`config.mk`:
```
export PLATFORM = sky130hd
export DESIGN_NAME = flappy_game_ctrl
export DESIGN_NICKNAME = d
export VERILOG_FILES = /design/src/rtl/flappy_pkg.sv /design/src/rtl/flappy_game_ctrl_button_debounce.sv /design/src/rtl/flappy_game_ctrl.sv
export SDC_FILE = /design/constraint.sdc
export NUM_CORES = 1
export LEC_CHECK = 0
export CELL_PAD_IN_SITES_DETAIL_PLACEMENT = 2
export CELL_PAD_IN_SITES_GLOBAL_PLACEMENT = 2
export CORE_ASPECT_RATIO = 1.2
export CORE_MARGIN = 3
export CORE_UTILIZATION = 34
export DETAILED_ROUTE_END_ITERATION = 16
export GPL_TIMING_DRIVEN = 0
export MAX_ROUTING_LAYER = met4
export PLACE_DENSITY = 0.91
export SLEW_MARGIN = 0
export SYNTH_ARGS = -nofsm -noshare
export SYNTH_HDL_FRONTEND = slang
export SYNTH_SLANG_ARGS = --single-unit
```
`constraint.sdc`:
```
create_clock -name Clk -period 5.55 [get_ports Clk]
set_clock_uncertainty 0.05 [all_clocks]
set_input_delay 0.8325 -clock Clk [delete_from_list [all_inputs] [get_ports Clk]]
set_output_delay 0.8325 -clock Clk [all_outputs]
set_load 0.03 [all_outputs]
```
`src/rtl/flappy_pkg.sv`:
```
`default_nettype none
// +------------------------------------------------------------------+
// | flappy_pkg: shared state encoding, widths and default bounds     |
// | Rev 1.0 - initial release                                        |
// +------------------------------------------------------------------+
package flappy_pkg;

  localparam int STATE_W   = 2;
  localparam int SCORE_W   = 8;
  localparam int POS_W     = 10;
  localparam int DEB_CNT_W = 20;

  localparam logic [STATE_W-1:0] ST_INIT  = 2'd0;
  localparam logic [STATE_W-1:0] ST_READY = 2'd1;
  localparam logic [STATE_W-1:0] ST_PLAY  = 2'd2;
  localparam logic [STATE_W-1:0] ST_DEAD  = 2'd3;

  localparam logic signed [POS_W-1:0] Y_MIN_DEFAULT = 10'sd0;
  localparam logic signed [POS_W-1:0] Y_MAX_DEFAULT = 10'sd470;

  function automatic logic [SCORE_W-1:0] sat_inc(input logic [SCORE_W-1:0] v);
    return (v == '1) ? v : v + 1'b1;
  endfunction

endpackage
`default_nettype wire

```
`src/rtl/flappy_game_ctrl_button_debounce.sv`:
```
`default_nettype none
// +------------------------------------------------------------------+
// | button_debounce: 2-flop synchroniser, stability counter and      |
// | registered rising-edge detector for the jump button              |
// | Rev 1.0 - initial release                                        |
// +------------------------------------------------------------------+
module button_debounce
  import flappy_pkg::*;
#(
  parameter int DEBOUNCE_CYCLES = 500000
) (
  input  logic Clk,
  input  logic reset,
  input  logic BtnRaw,
  output logic Level,
  output logic Press
);

  localparam logic [DEB_CNT_W-1:0] C_CNT_LAST = DEB_CNT_W'(DEBOUNCE_CYCLES - 1);

  logic                 r_sync1;
  logic                 r_sync2;
  logic                 r_level;
  logic                 r_level_d;
  logic                 r_press;
  logic [DEB_CNT_W-1:0] r_cnt;

  always_ff @(posedge Clk) begin
    if (reset) begin
      r_sync1   <= 1'b0;
      r_sync2   <= 1'b0;
      r_level   <= 1'b0;
      r_level_d <= 1'b0;
      r_press   <= 1'b0;
      r_cnt     <= '0;
    end else begin
      r_sync1   <= BtnRaw;
      r_sync2   <= r_sync1;
      r_level_d <= r_level;
      r_press   <= r_level & ~r_level_d;
      // Any cycle where the synced level agrees with the output restarts the run.
      if (r_sync2 != r_level) begin
        if (r_cnt == C_CNT_LAST) begin
          r_level <= r_sync2;
          r_cnt   <= '0;
        end else begin
          r_cnt <= r_cnt + 1'b1;
        end
      end else begin
        r_cnt <= '0;
      end
    end
  end

  assign Level = r_level;
  assign Press = r_press;

endmodule
`default_nettype wire

```
`src/rtl/flappy_game_ctrl.sv`:
```
`default_nettype none
// +------------------------------------------------------------------+
// | flappy_game_ctrl: game state machine, per-frame physics gating,  |
// | jump request merging and saturating score                        |
// | Rev 1.0 - initial release                                        |
// +------------------------------------------------------------------+
module flappy_game_ctrl
  import flappy_pkg::*;
#(
  parameter int                       DEBOUNCE_CYCLES = 500000,
  parameter logic signed [POS_W-1:0]  Y_MIN           = Y_MIN_DEFAULT,
  parameter logic signed [POS_W-1:0]  Y_MAX           = Y_MAX_DEFAULT
) (
  input  logic                     Clk,
  input  logic                     reset,
  input  logic                     Start,
  input  logic                     Ack,
  input  logic                     BtnRaw,
  input  logic                     FrameTick,
  input  logic                     Collide,
  input  logic                     PipePassed,
  input  logic signed [POS_W-1:0]  Bird_Y,
  output logic                     PhysReset,
  output logic                     PhysStep,
  output logic                     JumpReq,
  output logic [SCORE_W-1:0]       Score,
  output logic                     q_Init,
  output logic                     q_Ready,
  output logic                     q_Play,
  output logic                     q_Dead
);

  logic                 w_btn_level;
  logic                 w_btn_press;
  logic                 w_press;
  logic                 w_dead;

  logic [STATE_W-1:0]   r_state;
  logic [STATE_W-1:0]   w_state_next;
  logic                 r_pending;
  logic                 w_pending_next;
  logic                 w_step_next;
  logic                 w_jump_next;
  logic                 w_phys_reset_next;
  logic [SCORE_W-1:0]   w_score_next;

  button_debounce #(
    .DEBOUNCE_CYCLES (DEBOUNCE_CYCLES)
  ) u_button_debounce (
    .Clk    (Clk),
    .reset  (reset),
    .BtnRaw (BtnRaw),
    .Level  (w_btn_level),
    .Press  (w_btn_press)
  );

  // Level is always high alongside a Press; the AND only documents that.
  assign w_press = w_btn_press & w_btn_level;
  assign w_dead  = Collide || (Bird_Y < Y_MIN) || (Bird_Y > Y_MAX);

  always_ff @(posedge Clk) begin
    if (reset) begin
      r_state   <= ST_INIT;
      r_pending <= 1'b0;
      PhysReset <= 1'b1;
      PhysStep  <= 1'b0;
      JumpReq   <= 1'b0;
      Score     <= '0;
      q_Init    <= 1'b1;
      q_Ready   <= 1'b0;
      q_Play    <= 1'b0;
      q_Dead    <= 1'b0;
    end else begin
      r_state   <= w_state_next;
      r_pending <= w_pending_next;
      PhysReset <= w_phys_reset_next;
      PhysStep  <= w_step_next;
      JumpReq   <= w_jump_next;
      Score     <= w_score_next;
      q_Init    <= (w_state_next == ST_INIT);
      q_Ready   <= (w_state_next == ST_READY);
      q_Play    <= (w_state_next == ST_PLAY);
      q_Dead    <= (w_state_next == ST_DEAD);
    end
  end

  always_comb begin
    w_state_next = r_state;
    case (r_state)
      ST_INIT:  if (Start)   w_state_next = ST_READY;
      ST_READY: if (w_press) w_state_next = ST_PLAY;
      ST_PLAY:  if (w_dead)  w_state_next = ST_DEAD;
      ST_DEAD:  if (Ack)     w_state_next = ST_INIT;
      default:               w_state_next = ST_INIT;
    endcase
  end

  always_comb begin
    w_pending_next = r_pending;
    w_step_next    = 1'b0;
    w_jump_next    = 1'b0;
    w_score_next   = Score;
    case (r_state)
      ST_INIT:  w_pending_next = 1'b0;
      ST_READY: if (w_press) w_pending_next = 1'b1;
      ST_PLAY: begin
        if (PipePassed) w_score_next = sat_inc(Score);
        // A dying cycle issues neither step nor jump, even on a frame tick.
        if (!w_dead) begin
          if (FrameTick) begin
            w_jump_next    = r_pending | w_press;
            w_step_next    = ~(r_pending | w_press);
            w_pending_next = 1'b0;
          end else if (w_press) begin
            w_pending_next = 1'b1;
          end
        end
      end
      default: ;
    endcase
    if (w_state_next == ST_INIT) begin
      w_score_next   = '0;
      w_pending_next = 1'b0;
    end
    w_phys_reset_next = (w_state_next == ST_INIT) || (w_state_next == ST_READY);
  end

endmodule
`default_nettype wire

```
* Yosys cells after proc, flatten, opt, wreduce, memory -nomap -nowiden *
Index checks and enable logic that the tools add are counted.

storage, ports and cells
  bits in registers = 43
  bits in latches = 0
  bits in writable memories = 0
  bits in read-only memories = 0
  input port bits = 18
  logic and storage cells = 60
  memories = 0

operators by class
  add/sub/neg operators = 2
  multipliers = 0
  divide/modulo/power cells = 0
  $lt $le $gt $ge = 2
  equality and inequality tests = 10
  shifts and indexed selects = 0
  mux-type cells = 9
  bitwise logic cells = 9
  reductions and logical operators = 12

operators by type and width
  operator                                                               count
  20-bit by 1-bit adder with 20-bit output, second input constant        1
  20-bit by 19-bit == test with 1-bit output, second input constant      1
  10-bit greater-than comparator, second input constant                  1
  10-bit by 1-bit < comparator with 1-bit output, second input constant  1
  8-bit by 1-bit adder with 8-bit output, second input constant          1
  2-bit == test, second input constant                                   4
  8-bit == test, second input constant                                   1
  2-bit two-way mux                                                      4
  2-bit case mux with 4 select lines                                     1
  1-bit NOT                                                              6
  2-bit by 1-bit == test with 1-bit output, second input constant        2
  2-bit logical NOT                                                      2
  2-bit AND reduction                                                    2
  4-bit OR reduction                                                     1
  1-bit logical OR                                                       3
  1-bit two-way mux                                                      3
  1-bit case mux with 3 select lines                                     1
  3-bit AND reduction                                                    1
  3-bit nonzero test                                                     1
  3-bit OR reduction                                                     1
  1-bit bitwise AND                                                      2
  2-bit inequality test, second input constant                           1
  2-bit OR reduction                                                     1
  1-bit inequality test                                                  1
  1-bit OR                                                               1

* Depth between registers and ports, before layout *
  depth in word-level cells = 7
  depth in mapped cells = 7

* By module *
From an unflattened synthesis, not the netlist that was laid out.

second synthesis, totals
  cells, all modules = 211
  area, all modules = 2006.9 um^2

modules (own cells, without submodules)
  module            times used  cells each  area each (um^2)  sequential area each (um^2)
  button_debounce   1           113         1073.5            500.5
  flappy_game_ctrl  1           98          933.4             360.3

* Worst setup path after synthesis *
Ideal clock, no wire load.

  path type = register to register
  start point = register r_state[0]
  end point = register r_pending
  library setup time = 0.139 ns
  arrival time = 2.053 ns
  path slack = 3.308 ns
  stages on the path, launching flop included = 8
  clock period less this slack = 2.242 ns
  cells stage by stage = dfxtp_1 -> inv_1 -> ha_1 -> or2_2 -> o32a_1 -> o31ai_1 -> buf_2 -> a22oi_1

between the ends
  cells in the longest elaborated chain, start to end = 4
  elaborated cells between the ends (all ways) = 15

RTL lines
  what                                         line                     source
  start, declared                              flappy_game_ctrl.sv:38   logic [STATE_W-1:0] r_state;
  start signal, assigned                       flappy_game_ctrl.sv:74   r_state <= w_state_next;
  2-bit == test, or another cell as far along  flappy_game_ctrl.sv:89   case (r_state)
  2-bit case mux with 4 select lines           flappy_game_ctrl.sv:89
  2-bit logical NOT                            flappy_game_ctrl.sv:121  if (w_state_next == ST_INIT) begin
  2-bit OR reduction (no line)                 -
  end signal, assigned                         flappy_game_ctrl.sv:75   r_pending <= w_pending_next;
  end, declared                                flappy_game_ctrl.sv:40   logic r_pending;

Several ways; a longest one is shown, not always the timed one.
A chain may end at the register's enable or synchronous reset.

* Worst setup path after layout *
Same ends and word-level chain as after synthesis.

==> qor.yml <==
outcome:
  outcome: "completed"
synthesis:
  muxShareOfSynthArea: 0.0151
  yosys.cell_count.top_type: "sky130_fd_sc_hd__dfxtp_1"
  syn_avg_cell_area_um2: 8.98
  largest_family_of_logic_cells_by_synthesized_area: "simple AND/OR/NAND/NOR gates"
  synth_flop_cell: "sky130_fd_sc_hd__dfxtp_1"
  synth_edf_count: 0
  synth_common_cells: "sky130_fd_sc_hd__dfxtp_1, sky130_fd_sc_hd__a21oi_1, sky130_fd_sc_hd__nor2_1"
  ys_ff_latch: 43
  yosysWarnings: 0
  synth_xor_area_frac: 0.0618
  synth.top_cells.by_area: "sky130_fd_sc_hd__dfxtp_1, sky130_fd_sc_hd__a21oi_1, sky130_fd_sc_hd__ha_1, sky130_fd_sc_hd__xnor2_1, sky130_fd_sc_hd__nor2_1"
  syn_area_um2: 1980
  synth.lib_cells_used.distinct: 39
  yosys.area_share.adder: 0.0441
  synth_area_leader_cell: "sky130_fd_sc_hd__dfxtp_1"
  synth_compound_area_frac: 0.162
  ys_async_sr_fraction: 0
  postSynthNetCount: 246
  synthesis.instances: 221
  synth.yosys.seq_area_share: 0.434
  post_synth_and_or_nand_nor_area_fraction: 0.253
  yosys.area.top_type_share: 0.434
grt:
  global_route_wire_length_before_repair_mm: 9.74
  number_of_global_route_vias_before_repair: 2016
  grt_start_max_net_pins: 14
  track_usage: 0.194
  met3_usage: 0.0345
  grt_util_met1: 0.209
  grt_use_met2: 0.354
  grt_remaining_overflow: 0
  grt_antenna_before_repair: 0
  globalRoute.busiestLayer: "met2"
power:
  share_comb_of_total_power: 0.286
  p_leak_nw: 0.839
  power_switching_share: 0.332
  vdd_ir_drop_max_uv: 205
  power_per_cell_area_nw_per_um2: 320
  power_report.internal_total_mw: 0.536
  power.sequential.fraction: 0.437
  power.share.clock: 0.278
  p_switching_mw: 0.267
  report.power.total_mw: 0.802
critical_path:
  crit-reg2reg-launch: "r_state[0]"
  crit_path_launch: "r_state[0]"
  ff2ff_path_depth: 7
  worstPathMaxFanout: 10
  crit_path_max_incr_delay_ps: 530
  critical_path.slowest_cell: "sky130_fd_sc_hd__o31ai_1"
  path_cells: "inv_1, ha_1, or2_2, o32a_1, o31ai_1, buf_2, a22oi_1"
  timing.setup.critical_path_class: "flop to flop"
  worst-r2r-setup-slack_ps: 2650
  start_kind: "flop"
  worst_r2r_endpoint: "r_pending"
  critical_path.endpoint_type: "flop"
  arrival_ps: 3000
  cp.required_ps: 5650
placed_design:
  post_dp_cell_area_um2: 2400
  routabilityCongestion: 0.781
  placedCellCount: 330
  place.port_buffers: 32
  pre_cts_ws_ps: 2550
  hpwlAfterDp_mm: 4.19
sta:
  setup_viol_count_final: 0
  timing_worst_slew_pin_value_ps: 564
  post-route-period-util: 0.522
  timing.fmax_ghz: 0.345
  setup_total_negative_slack_ps: 0
  finalHoldViolCount: 0
  timing.max_slew.rel_slack: 0.621
  maxSlewViolCount: 0
  rsz0062_at_grt: "false"
  timing.final.crit_period_ps: 2900
  fin_worst_hold_slack_ps: 355
  setup_ws_ps: 2650
cells_and_area:
  diode_count: 0
  postLayoutCellArea_um2: 2500
  finalCoreUtilization: 0.457
  nets: 285
  post_layout_nonfiller_instances: 338
  area_overhead_vs_synth_pct: 26.2
  largest_reg_flops: 20
  post_route_cells_drive_above_1_share: 0.0651
  fillerInstances: 606
  top_regs: "u_button_debounce.r_cnt: 20 flops, Score: 8 flops, r_state: 2 flops"
  largest-register: "u_button_debounce.r_cnt"
clock_tree:
  clock_latency_ps: 300
  post_cts.repair.setup_buffers: 0
  cts.path.max_buffers: 2
  cts_htree_levels: 2
  clk_pin_slew_worst_paths_ps: 90
  clk_root_buffer_cell: "sky130_fd_sc_hd__clkbuf_8"
  post_cts_hold_buffer_count: 0
  cts_inserted_buffers: 5
  numClockSinks: 43
  tritoncts: "done"
  post_cts.resized_instances: 0
floorplan:
  initial_standard_cell_utilization_of_the_core: 0.362
  placement_rows: 29
  placeableCoreArea_um2: 5480
  ioPinCount: 33
  vertical_die_dimension_um: 89.7
  chipWidth_um: 75.7
  design.die.area_um2: 6790
drt:
  wl_per_cell_um: 16.9
  number_of_iterations_in_the_first_detailed_routing_pass: 4
  dr_total_vias: 1815
  routed_via_density: 5.37
  drc: 0
  number_of_nets_with_antenna_violations_after_routing: 0
  drt_wl_total_mm: 5.73
  drt_first_iter_violations: 30
hold_path:
  whs_endpoint: "u_button_debounce.Press"
  worst_hold_path_type: "flop to flop"
  start_point_of_the_worst_min_delay_path: "u_button_debounce.r_level_d"
  timing.hold.worst_path_depth: 1
flow_run:
  drv.max_cap_violation_count: 0
[kinds of logic after synthesis]
kind of cell               after synthesis
DFF                                     43
muxes                                    3
xor gates and xnor gates                14
adders and majority gates                7
AOI/OAI and AO/OA                       50
buffers and inverters                   15
and+or+nand+nor                         89
[routing by layer]
metal,wire length [µm],up-vias,share of wire
met5,0,-,0
met4,85,0,0.015
met3,116,11,0.020
met2,3160,29,0.55
met1,2360,893,0.41
li1,-,882,-
[layout make-up]
cell class                      count  area [µm²]  area share
Buffer                              4        18.8     0.00749
Clock buffer                        7        96.3      0.0385
Clock inverter                      1        7.51     0.00300
Inverter                           11        41.3      0.0165
Multi-Input combinational cell    163        1060       0.425
Sequential cell                    43         861       0.344
Tap cell                           77        96.3      0.0385
Timing Repair Buffer               32         320       0.128
[how the worst max path moves through the flow]
stage,endpoint,slack [ps]
after global placement,r_pending,2720
after floorplan,r_pending,3310
after CTS,r_pending,2640
final,r_pending,2650
after global routing,r_pending,2470
after detailed placement,r_pending,2550
[cell usage in the layout (no fill, tap or decap), types with 8 or more instances in the layout]
cell	n
sky130_fd_sc_hd__dfxtp_1	43
sky130_fd_sc_hd__clkdlybuf4s50_1	32
sky130_fd_sc_hd__a21oi_1	21
sky130_fd_sc_hd__nor2_1	18
sky130_fd_sc_hd__inv_1	11
sky130_fd_sc_hd__nand3_1	10
sky130_fd_sc_hd__nand2_1	10
sky130_fd_sc_hd__xnor2_1	10
sky130_fd_sc_hd__or3_1	9
sky130_fd_sc_hd__nand4_1	8
sky130_fd_sc_hd__nor2b_1	8
sky130_fd_sc_hd__or4_1	8
[power by group through the flow]
| stage | logic, mW | clock network (mW) | registers, mW |
|---|---|---|---|
| detailed placement | 0.227 | 0 | 0.357 |
| CTS | 0.231 | 0.231 | 0.350 |
| global placement | 0.213 | 0 | 0.356 |
| global route | 0.251 | 0.245 | 0.353 |
| floorplan | 0.107 | 0 | 0.383 |
| finish | 0.229 | 0.223 | 0.350 |
[worst max-delay path: cells and delay by family, from the launching register on]
family	cells	cell delay, ps
AO/OA/AOI/OAI	3	1040
AND/OR/NAND/NOR	1	360
buffers and inverters	2	470
flip-flops	1	490
adder cells (fa/ha/maj)	1	330
Power figures use the tool's default switching activity.
